--- src/rtl/fetch_unit_pkg.sv ---
// Shared definitions for the instruction fetch stage.
// XLEN         : architectural register / address width.
// RESET_VECTOR : default first fetch address after reset.
// NOP_INSTR    : canonical RV32I NOP (addi x0, x0, 0), used by decode.
// fetch_entry_t: one output-buffer record {pc, instr}.
package fetch_unit_pkg;

    localparam int          XLEN         = 32;
    localparam logic [31:0] RESET_VECTOR = 32'h0000_0000;
    localparam logic [31:0] NOP_INSTR    = 32'h0000_0013;

    typedef struct packed {
        logic [XLEN-1:0] pc;
        logic [XLEN-1:0] instr;
    } fetch_entry_t;

    // Force an address onto a word boundary.
    function automatic logic [XLEN-1:0] word_align(input logic [XLEN-1:0] addr);
        return {addr[XLEN-1:2], 2'b00};
    endfunction

endpackage

--- src/rtl/fetch_unit_sync_fifo.sv ---
// Small synchronous FIFO (the fetch stage's sync_fifo).
// Parameters: WIDTH (entry width), DEPTH (entries, power of two).
// Ports:
//   clk, rst     : clock, asynchronous active-high reset
//   i_push       : write i_push_data at the tail
//   i_pop        : drop the head entry (ignored when empty)
//   i_flush      : discard all entries; wins over push and pop
//   o_count      : number of stored entries
//   o_head       : head entry, or 0 when empty
module fetch_unit_sync_fifo
    import fetch_unit_pkg::*;
#(
    parameter  int WIDTH = 32,
    parameter  int DEPTH = 2,
    localparam int PW    = (DEPTH > 1) ? $clog2(DEPTH) : 1,
    localparam int CW    = $clog2(DEPTH + 1)
) (
    input  logic             clk,
    input  logic             rst,
    input  logic             i_push,
    input  logic [WIDTH-1:0] i_push_data,
    input  logic             i_pop,
    input  logic             i_flush,
    output logic [CW-1:0]    o_count,
    output logic [WIDTH-1:0] o_head
);

    logic [WIDTH-1:0] r_mem [DEPTH];
    logic [PW-1:0]    r_rd_ptr;
    logic [PW-1:0]    r_wr_ptr;
    logic [CW-1:0]    r_count;
    logic             w_push;
    logic             w_pop;

    assign w_push = i_push && !i_flush;
    assign w_pop  = i_pop && !i_flush && (r_count != '0);

    // Pointers wrap naturally because DEPTH is a power of two.
    always_ff @(posedge clk or posedge rst) begin
        if (rst) begin
            r_rd_ptr <= '0;
            r_wr_ptr <= '0;
            r_count  <= '0;
        end else if (i_flush) begin
            r_rd_ptr <= '0;
            r_wr_ptr <= '0;
            r_count  <= '0;
        end else begin
            if (w_push) r_wr_ptr <= r_wr_ptr + 1'b1;
            if (w_pop)  r_rd_ptr <= r_rd_ptr + 1'b1;
            r_count <= r_count + CW'(w_push) - CW'(w_pop);
        end
    end

    // Storage carries data only, so it is left out of reset.
    always_ff @(posedge clk) begin
        if (w_push) r_mem[r_wr_ptr] <= i_push_data;
    end

    assign o_count = r_count;
    assign o_head  = (r_count != '0) ? r_mem[r_rd_ptr] : '0;

endmodule

--- src/rtl/fetch_unit.sv ---
// Instruction fetch stage of the RV32I core.
// Issues word-aligned fetches, tracks the PCs of outstanding requests,
// buffers returned words and hands {pc, instr} to decode. A redirect
// flushes everything and discards responses still in flight.
// Parameters: RESET_PC (first fetch address), DEPTH (2 or 4; bound on
//             outstanding requests plus buffered words).
// Ports:
//   clk, rst                         : clock, async active-high reset
//   imem_req_valid/ready/addr        : instruction memory request
//   imem_rsp_valid/data              : instruction memory response
//   out_valid/ready, out_instr/pc    : handshake towards decode
//   redirect_valid, redirect_pc      : control-flow redirect from execute
module fetch_unit
    import fetch_unit_pkg::*;
#(
    parameter logic [31:0] RESET_PC = RESET_VECTOR,
    parameter int          DEPTH    = 2
) (
    input  logic        clk,
    input  logic        rst,
    output logic        imem_req_valid,
    input  logic        imem_req_ready,
    output logic [31:0] imem_req_addr,
    input  logic        imem_rsp_valid,
    input  logic [31:0] imem_rsp_data,
    output logic        out_valid,
    input  logic        out_ready,
    output logic [31:0] out_instr,
    output logic [31:0] out_pc,
    input  logic        redirect_valid,
    input  logic [31:0] redirect_pc
);

    localparam int CW = $clog2(DEPTH + 1);

    logic [31:0]  r_pc;
    // Successive redirects can stack stale responses beyond DEPTH, so the
    // drop counter is sized generously rather than to DEPTH.
    logic [7:0]   r_drop_cnt;

    logic [CW-1:0] w_pend_cnt;
    logic [CW-1:0] w_buf_cnt;
    logic [31:0]   w_pend_head;
    fetch_entry_t  w_buf_in;
    fetch_entry_t  w_buf_head;
    logic          w_req_fire;
    logic          w_rsp_keep;
    logic          w_out_fire;

    // Requests are gated by rst directly so they drop the moment reset rises.
    assign imem_req_valid = !rst && !redirect_valid &&
                            ((32'(w_pend_cnt) + 32'(w_buf_cnt)) < 32'(DEPTH));
    assign imem_req_addr  = r_pc;
    assign w_req_fire     = imem_req_valid && imem_req_ready;

    assign w_rsp_keep = imem_rsp_valid && (r_drop_cnt == '0) && !redirect_valid;

    assign out_valid  = (w_buf_cnt != '0) && !redirect_valid;
    assign out_instr  = w_buf_head.instr;
    assign out_pc     = w_buf_head.pc;
    assign w_out_fire = out_valid && out_ready;

    assign w_buf_in = '{pc: w_pend_head, instr: imem_rsp_data};

    always_ff @(posedge clk or posedge rst) begin
        if (rst) begin
            r_pc       <= RESET_PC;
            r_drop_cnt <= '0;
        end else if (redirect_valid) begin
            r_pc       <= word_align(redirect_pc);
            // Everything still outstanding becomes stale; a response landing
            // in this very cycle is already consumed by the drop.
            r_drop_cnt <= r_drop_cnt + 8'(w_pend_cnt) - 8'(imem_rsp_valid);
        end else begin
            if (w_req_fire) r_pc <= r_pc + 32'd4;
            if (imem_rsp_valid && (r_drop_cnt != '0)) r_drop_cnt <= r_drop_cnt - 8'd1;
        end
    end

    // PCs of accepted, unanswered requests, oldest first.
    fetch_unit_sync_fifo #(.WIDTH(32), .DEPTH(DEPTH)) u_pend (
        .clk         (clk),
        .rst         (rst),
        .i_push      (w_req_fire),
        .i_push_data (r_pc),
        .i_pop       (w_rsp_keep),
        .i_flush     (redirect_valid),
        .o_count     (w_pend_cnt),
        .o_head      (w_pend_head)
    );

    // Fetched {pc, instr} entries waiting for decode.
    fetch_unit_sync_fifo #(.WIDTH(64), .DEPTH(DEPTH)) u_obuf (
        .clk         (clk),
        .rst         (rst),
        .i_push      (w_rsp_keep),
        .i_push_data (w_buf_in),
        .i_pop       (w_out_fire),
        .i_flush     (redirect_valid),
        .o_count     (w_buf_cnt),
        .o_head      (w_buf_head)
    );

endmodule

--- config.mk ---
export PLATFORM = sky130hd
export DESIGN_NAME = fetch_unit
export DESIGN_NICKNAME = d
export VERILOG_FILES = /design/src/rtl/fetch_unit_pkg.sv /design/src/rtl/fetch_unit_sync_fifo.sv /design/src/rtl/fetch_unit.sv
export SDC_FILE = /design/constraint.sdc
export NUM_CORES = 1
export LEC_CHECK = 0
export ABC_AREA = 1
export CAP_MARGIN = 20
export CORE_ASPECT_RATIO = 1.25
export CORE_MARGIN = 2
export CORE_UTILIZATION = 38
export CTS_CLUSTER_SIZE = 12
export DETAILED_ROUTE_END_ITERATION = 16
export SYNTH_ARGS = -nofsm -noshare
export SYNTH_HDL_FRONTEND = slang
export SYNTH_HIERARCHICAL = 1
export SYNTH_SLANG_ARGS = --single-unit
--- constraint.sdc ---
create_clock -name clk -period 6.05 [get_ports clk]
set_clock_uncertainty 0.1 [all_clocks]
set_input_delay 1.21 -clock clk [delete_from_list [all_inputs] [get_ports clk]]
set_output_delay 1.21 -clock clk [all_outputs]
set_load 0.05 [all_outputs]
======== After elaboration in Yosys (flattened, before gate mapping) ========
Memories as Yosys holds them, arrays and structs flattened.
Index checks and enable logic that the tools add are counted.
word-level totals
  flip-flop bits (word level) ............. 48
  bits in writable memories ............... 192
  bits of input ports ..................... 70
  output and inout bits ................... 98
  logic and storage cells ................. 69
  memories ................................ 2
memory list
  memory        words  width  rd ports  clocked after memory_dff  write ports  RTL line                    text
  u_obuf.r_mem  2      64     1         0                         1            fetch_unit_sync_fifo.sv:28  logic [WIDTH-1:0] r_mem [DEPTH];
  u_pend.r_mem  2      32     1         0                         1            fetch_unit_sync_fifo.sv:28
cells by class
  add/subtract/negate cells ............... 13
  magnitude comparators ................... 1
  multiplexer cells ....................... 20
  reductions and logical operators ........ 25
operators by type and width
  kind                   count
  $mux 32                3
  $mux 64                1
  $add 32x3->32 const B  1
  $mux 8                 2
  $reduce_bool 2->1      8
  $logic_and 1x1->1      13
  $mux 1                 12
  $add 8x2->8            1
  $logic_not 8->1        1
  $reduce_bool 8->1      1
  $sub 8x1->8            1
  $sub 8x1->8 const B    1
  $add 1x1->1 const B    4
  $add 2x1->2            2
  $mux 2                 2
  $sub 2x1->2            2
  $add 2x2->3            1
  $lt 3x2->1 const B     1
  $logic_not 1->1        2

======== Depth between registers and ports, before layout ========
  depth in word-level cells ............... 8
  mapped depth ............................ 14
  gate-level depth less buffers ........... 14

======== Hierarchy ========
The synthesis kept the hierarchy.
modules (own cells, without submodules)
  module                          times used  cells an instance  area each (µm²)  seq. area each (µm²)
  fetch_unit_sync_fifo at u_obuf  1           374                5,037.3          3,943.8
  fetch_unit                      1           495                3,250.6          950.9
  fetch_unit_sync_fifo at u_pend  1           204                2,831.5          2,021.9

======== Worst setup path before layout ========
Ideal clock, no wire load.
  kind .................................... input to register
  from .................................... input redirect_valid
  to ...................................... memory u_obuf.r_mem[0][0], enable pin
  library setup time ...................... 0.487 ns
  data arrival time ....................... 4.873 ns
  required time ........................... 5.463 ns
  path slack .............................. 0.590 ns
  stages .................................. 5
  buffers on the path ..................... 2
  cells stage by stage .................... buf_6 > clkbuf_1 > nor4_1 > nand2_1 > nor2_1
on the way
  word-level cells in the longest chain between the ends .. 5
ends and longest elaborated chain
  element                       RTL line                    text
  start, declared               fetch_unit.sv:30            input logic redirect_valid,
  $logic_not 1->1               fetch_unit.sv:56            assign w_rsp_keep = imem_rsp_valid && (r_drop_cnt == '0) && !redirect_valid;
  $logic_and 1x1->1             fetch_unit.sv:56
  named net w_rsp_keep          fetch_unit.sv:47            logic w_rsp_keep;
  $logic_and 1x1->1             fetch_unit_sync_fifo.sv:35  assign w_push = i_push && !i_flush;
  $mux 1                        fetch_unit_sync_fifo.sv:57  if (w_push) r_mem[r_wr_ptr] <= i_push_data;
  $mux 1 (not written as such)  fetch_unit_sync_fifo.sv:57
  end, declared                 fetch_unit_sync_fifo.sv:28
The timed path passes the listed nets, and every way through them passes these cells.

======== Worst setup path after layout ========
  from .................................... register u_obuf.r_rd_ptr
  to ...................................... output out_pc[30]
on the way
  word-level cells in the longest chain between the ends .. 2
ends and longest elaborated chain
  element                 RTL line                    text
  start, declared         fetch_unit_sync_fifo.sv:29  logic [PW-1:0] r_rd_ptr;
  start signal, assigned  fetch_unit_sync_fifo.sv:50  if (w_pop) r_rd_ptr <= r_rd_ptr + 1'b1;
  $mem_v2 2x64            n/a
  $mux 64                 fetch_unit_sync_fifo.sv:61  assign o_head = (r_count != '0) ? r_mem[r_rd_ptr] : '0;
  end, declared           fetch_unit.sv:29            output logic [31:0] out_pc,
Every way passes these cells.

==> results.txt <==
By startpoint and endpoint, the worst setup path is classified as reg2out. The number of post-CTS setup repair buffers is 0. The total of fill cells in the finished design is 2715. The min-delay analysis places its worst path in the category reg2reg. Traced cell by cell, the critical path runs through inv_2, buf_4, nand2_1, a21oi_1, clkdlybuf4s50_1. The top cell types in the final layout, fill and taps aside, are nand2_1, edfxtp_1, clkdlybuf4s50_1. The die boundary height came out at 195 um.

The first global-routing pass estimated 39700 um of wire. The setup TNS after final layout is 0 ns. The sequential area share after synthesis came out at 0.622. The routed design has 24500 um of wire. The overflow left after global routing is 0. The CTS root buffer is clkbuf_16. The number of antenna violations at the first check in global routing is 0.

The clock latency reported for the late side of the worst-skew pair is 0.52 ns. In this run the critical register-to-register path is launched from u_obuf/o_count[0]. The via count of the first global-routing pass came out at 7712. The post-cts repair resize count came out at 0. The maximum number of pins on one net before global-route repair came out at 66. After technology mapping, the gate count stands at 1073. The max-slew violation count is 0. The number of warnings issued by yosys came out at 6. After synthesis the cells add up to 0.0111 mm2.

After clock tree synthesis, the clock-pin slew on the worst setup and hold paths is 0.06 ns. The count of nets after finishing is 1333. The worst endpoint required time is 4.74 ns.

The starting density of the core came out at 0.384. During placement, the flow inserted port buffers numbering 163. In this run the critical register-to-register path is captured at u_pend/r_mem[0][27]. The number of nets with antenna violations after detailed routing is 0. The global placer's final weighted congestion is 0.836. The most common cell after layout, fill and taps aside is nand2_1. The relative max-transition margin came out at 0.366. The placement-stage worst setup slack came out at 1.65 ns. The DRC violation count after routing is 0. The routed layout has 7778 vias. The largest individual stage delay along the critical path comes from the cell clkdlybuf4s50_1.

In this run the number of cells on the critical path is 5. The arrival time reported for the critical path endpoint came out at 3.12 ns. The final worst slack is 1.62 ns. The final period utilization is 0.733. Row generation in the floorplan step produced 70 rows. The worst setup path is launched from a flop. The max-cap check violation count came out at 0.

Counting every sink on the clock net gives 238. For the finished layout, the period the worst path requires is 4.43 ns. The count of unique library cells instantiated by Yosys is 41.

The HPWL after detailed placement is 16000 um. The area added between synthesis and finish is 23.9%. The kind of end point of the critical path is an output port.

The number of cells traversed by the worst register-to-register path came out at 9. In the final routed layout, each cell accounts on average for 14.8 um. After detailed placement, the total cell area comes to 0.0130 mm2. The number of buffers created by CTS is 25. The ratio of cells with drive above 1 in the final layout came out at 0.0955. The transition time at the pin with the least slew margin came out at 0.951 ns.

The final hold violation count is 0. The flow ran to the end, and the final reports show no timing, DRC or antenna violations. The cell family contributing the most delay on the critical path is buffers and inverters. The first-pass detailed-route iteration total is 5.

The biggest cell delay along the critical path is 0.86 ns. The I/O pin count came out at 168. The final instance area is 0.0138 mm2. The width of the die is 157 um. Derived from the worst setup path, the maximum achievable clock frequency is 0.226 GHz.

Across the VDD grid, the largest voltage drop is 0.237 mV. The antenna cell count is 0. The share of the core filled with cells came out at 0.475. The launching instance or port of the critical path is u_obuf/r_rd_ptr. The core region is 0.0290 mm2. The number of violations reported at the end of detailed-routing iteration 0 is 360. The cell leakage power is 5.23 nW. The areal power density over the cells is 295 mW/mm2. The overall track demand over capacity in global routing is 0.163. In this run, post-CTS hold repair placed 0 buffers. The maximum level of the CTS H-tree came out at 1. Counting tap cells, the placed design contains a total of 1607 instances.

The total of flip-flops plus latches after synthesis is 238. The finished layout holds 1652 standard cells, fillers aside. The maximum clock insertion buffer count is 3. The number of endpoints failing setup at the final stage is 0. The largest fanout of any net on the critical path is 35. The most critical setup path has its endpoint at out_pc[30]. Setup repair after global routing left no endpoint under its margin.

TritonCTS built the clock tree. Dividing the detail-routed via count by the number of cells gives 4.71. The number of buffers and inverters on the critical path is 3. After synthesis, the mean cell area works out to 10.4 um2. The area enclosed by the die boundary came out at 0.0307 mm2. The setup check on the worst reg-to-reg path leaves a slack of 2.98 ns.
[kinds of logic after synthesis]
| logic type | synth area share |
|---|---|
| xor gates and xnor gates | 0.00945 |
| adders and majority gates | 0.0295 |
| buffers and inverters | 0.0635 |
| AOI/OAI and AO/OA | 0.0765 |
| other | 0.000337 |
| DFF | 0.622 |
| and+or+nand+nor | 0.199 |
[area by class of cell]
| cell class | instances | area (um2) | area share |
|---|---|---|---|
| clock buffers | 39 | 708 | 0.0514 |
| clock inverters | 6 | 58.8 | 0.00427 |
| inverters | 91 | 349 | 0.0253 |
| multi-input cells | 708 | 3530 | 0.257 |
| flip-flops and latches | 238 | 6920 | 0.502 |
| well taps | 396 | 495 | 0.0360 |
| repair buffers | 174 | 1710 | 0.124 |
[flip-flops by register name (all words and copies together), names as in the netlist]
name and cells:
u_obuf/r_wr_ptr 1, u_pend/r_mem 64, u_obuf/r_mem 128, r_drop_cnt 8, u_obuf/o_count 2, u_obuf/r_rd_ptr 1
imem_req_addr 30, u_pend/r_wr_ptr 1, u_pend/r_rd_ptr 1, u_pend/o_count 2
[where the power goes]
group          leakage (nW)  total, W  internal, W  switching, W
logic                  2.54  0.000715     0.000270      0.000446
clock network         0.377   0.00143     0.000843      0.000590
registers              2.31   0.00191      0.00183     0.0000812
total                  5.23   0.00406      0.00295       0.00112
[synthesized netlist by cell type (all sizes together)]
library cell  instances  area share
nor2                 74       0.031
xor2                 11      0.0087
conb                  1     0.00034
o31ai                 1     0.00068
nor4                  1     0.00056
o21ai                16      0.0072
dfrtp                46        0.10
or2                   3      0.0017
fa                    2      0.0036
a31oi                 1     0.00056
nand4                 4      0.0036
o221ai                1     0.00079
nor3                  3      0.0013
clkbuf                3      0.0010
a21boi                1     0.00068
xnor2                 1     0.00079
o211ai                6      0.0041
o21bai                8      0.0054
a21oi               112       0.057
buf                  38       0.031
ha                   23       0.026
edfxtp              192        0.52
inv                  91       0.031
nand3b                1     0.00068
nor3b                 1     0.00068
nand2               370        0.13
nand3                62       0.028
[metal layers]
layer	track usage	up-vias	part of all wire
met5	0	-	0
met4	0.0493	0	0.024
met3	0.0249	41	0.048
met2	0.282	180	0.49
met1	0.209	3655	0.44
li1	-	3902	-
[metrics by stage]
step	total power (W)	hold WS, ns
floorplan	0.00244	0.426
global placement	0.00264	0.451
detailed placement	0.00266	0.452
CTS	0.00411	0.479
global route	0.00430	0.497
finish	0.00406	0.479
[worst register-to-register path, stage by stage (launching register included)]
cell and delay, ns:
dfrtp_1 0.41, nand2_1 0.08, inv_1 0.04, fa_1 0.43, inv_1 0.13, nand4_4 0.29, inv_2 0.48, nand2_4 0.11
nor2_2 0.25, buf_4 0.40
[worst min path at each step]
stage                     depth (start not counted)  slack, ns         startpoint                  end
after floorplan                                   2       0.43      r_drop_cnt[2]        r_drop_cnt[2]
after CTS                                         0       0.48  imem_req_addr[31]  u_pend/r_mem[1][31]
after detailed placement                          0       0.45  imem_req_addr[31]  u_pend/r_mem[1][31]
final                                             0       0.48  imem_req_addr[31]  u_pend/r_mem[1][31]
after global placement                            0       0.45  imem_req_addr[31]  u_pend/r_mem[0][31]
after global routing                              0       0.50  imem_req_addr[31]  u_pend/r_mem[1][31]
Power figures use the tool's default switching activity.
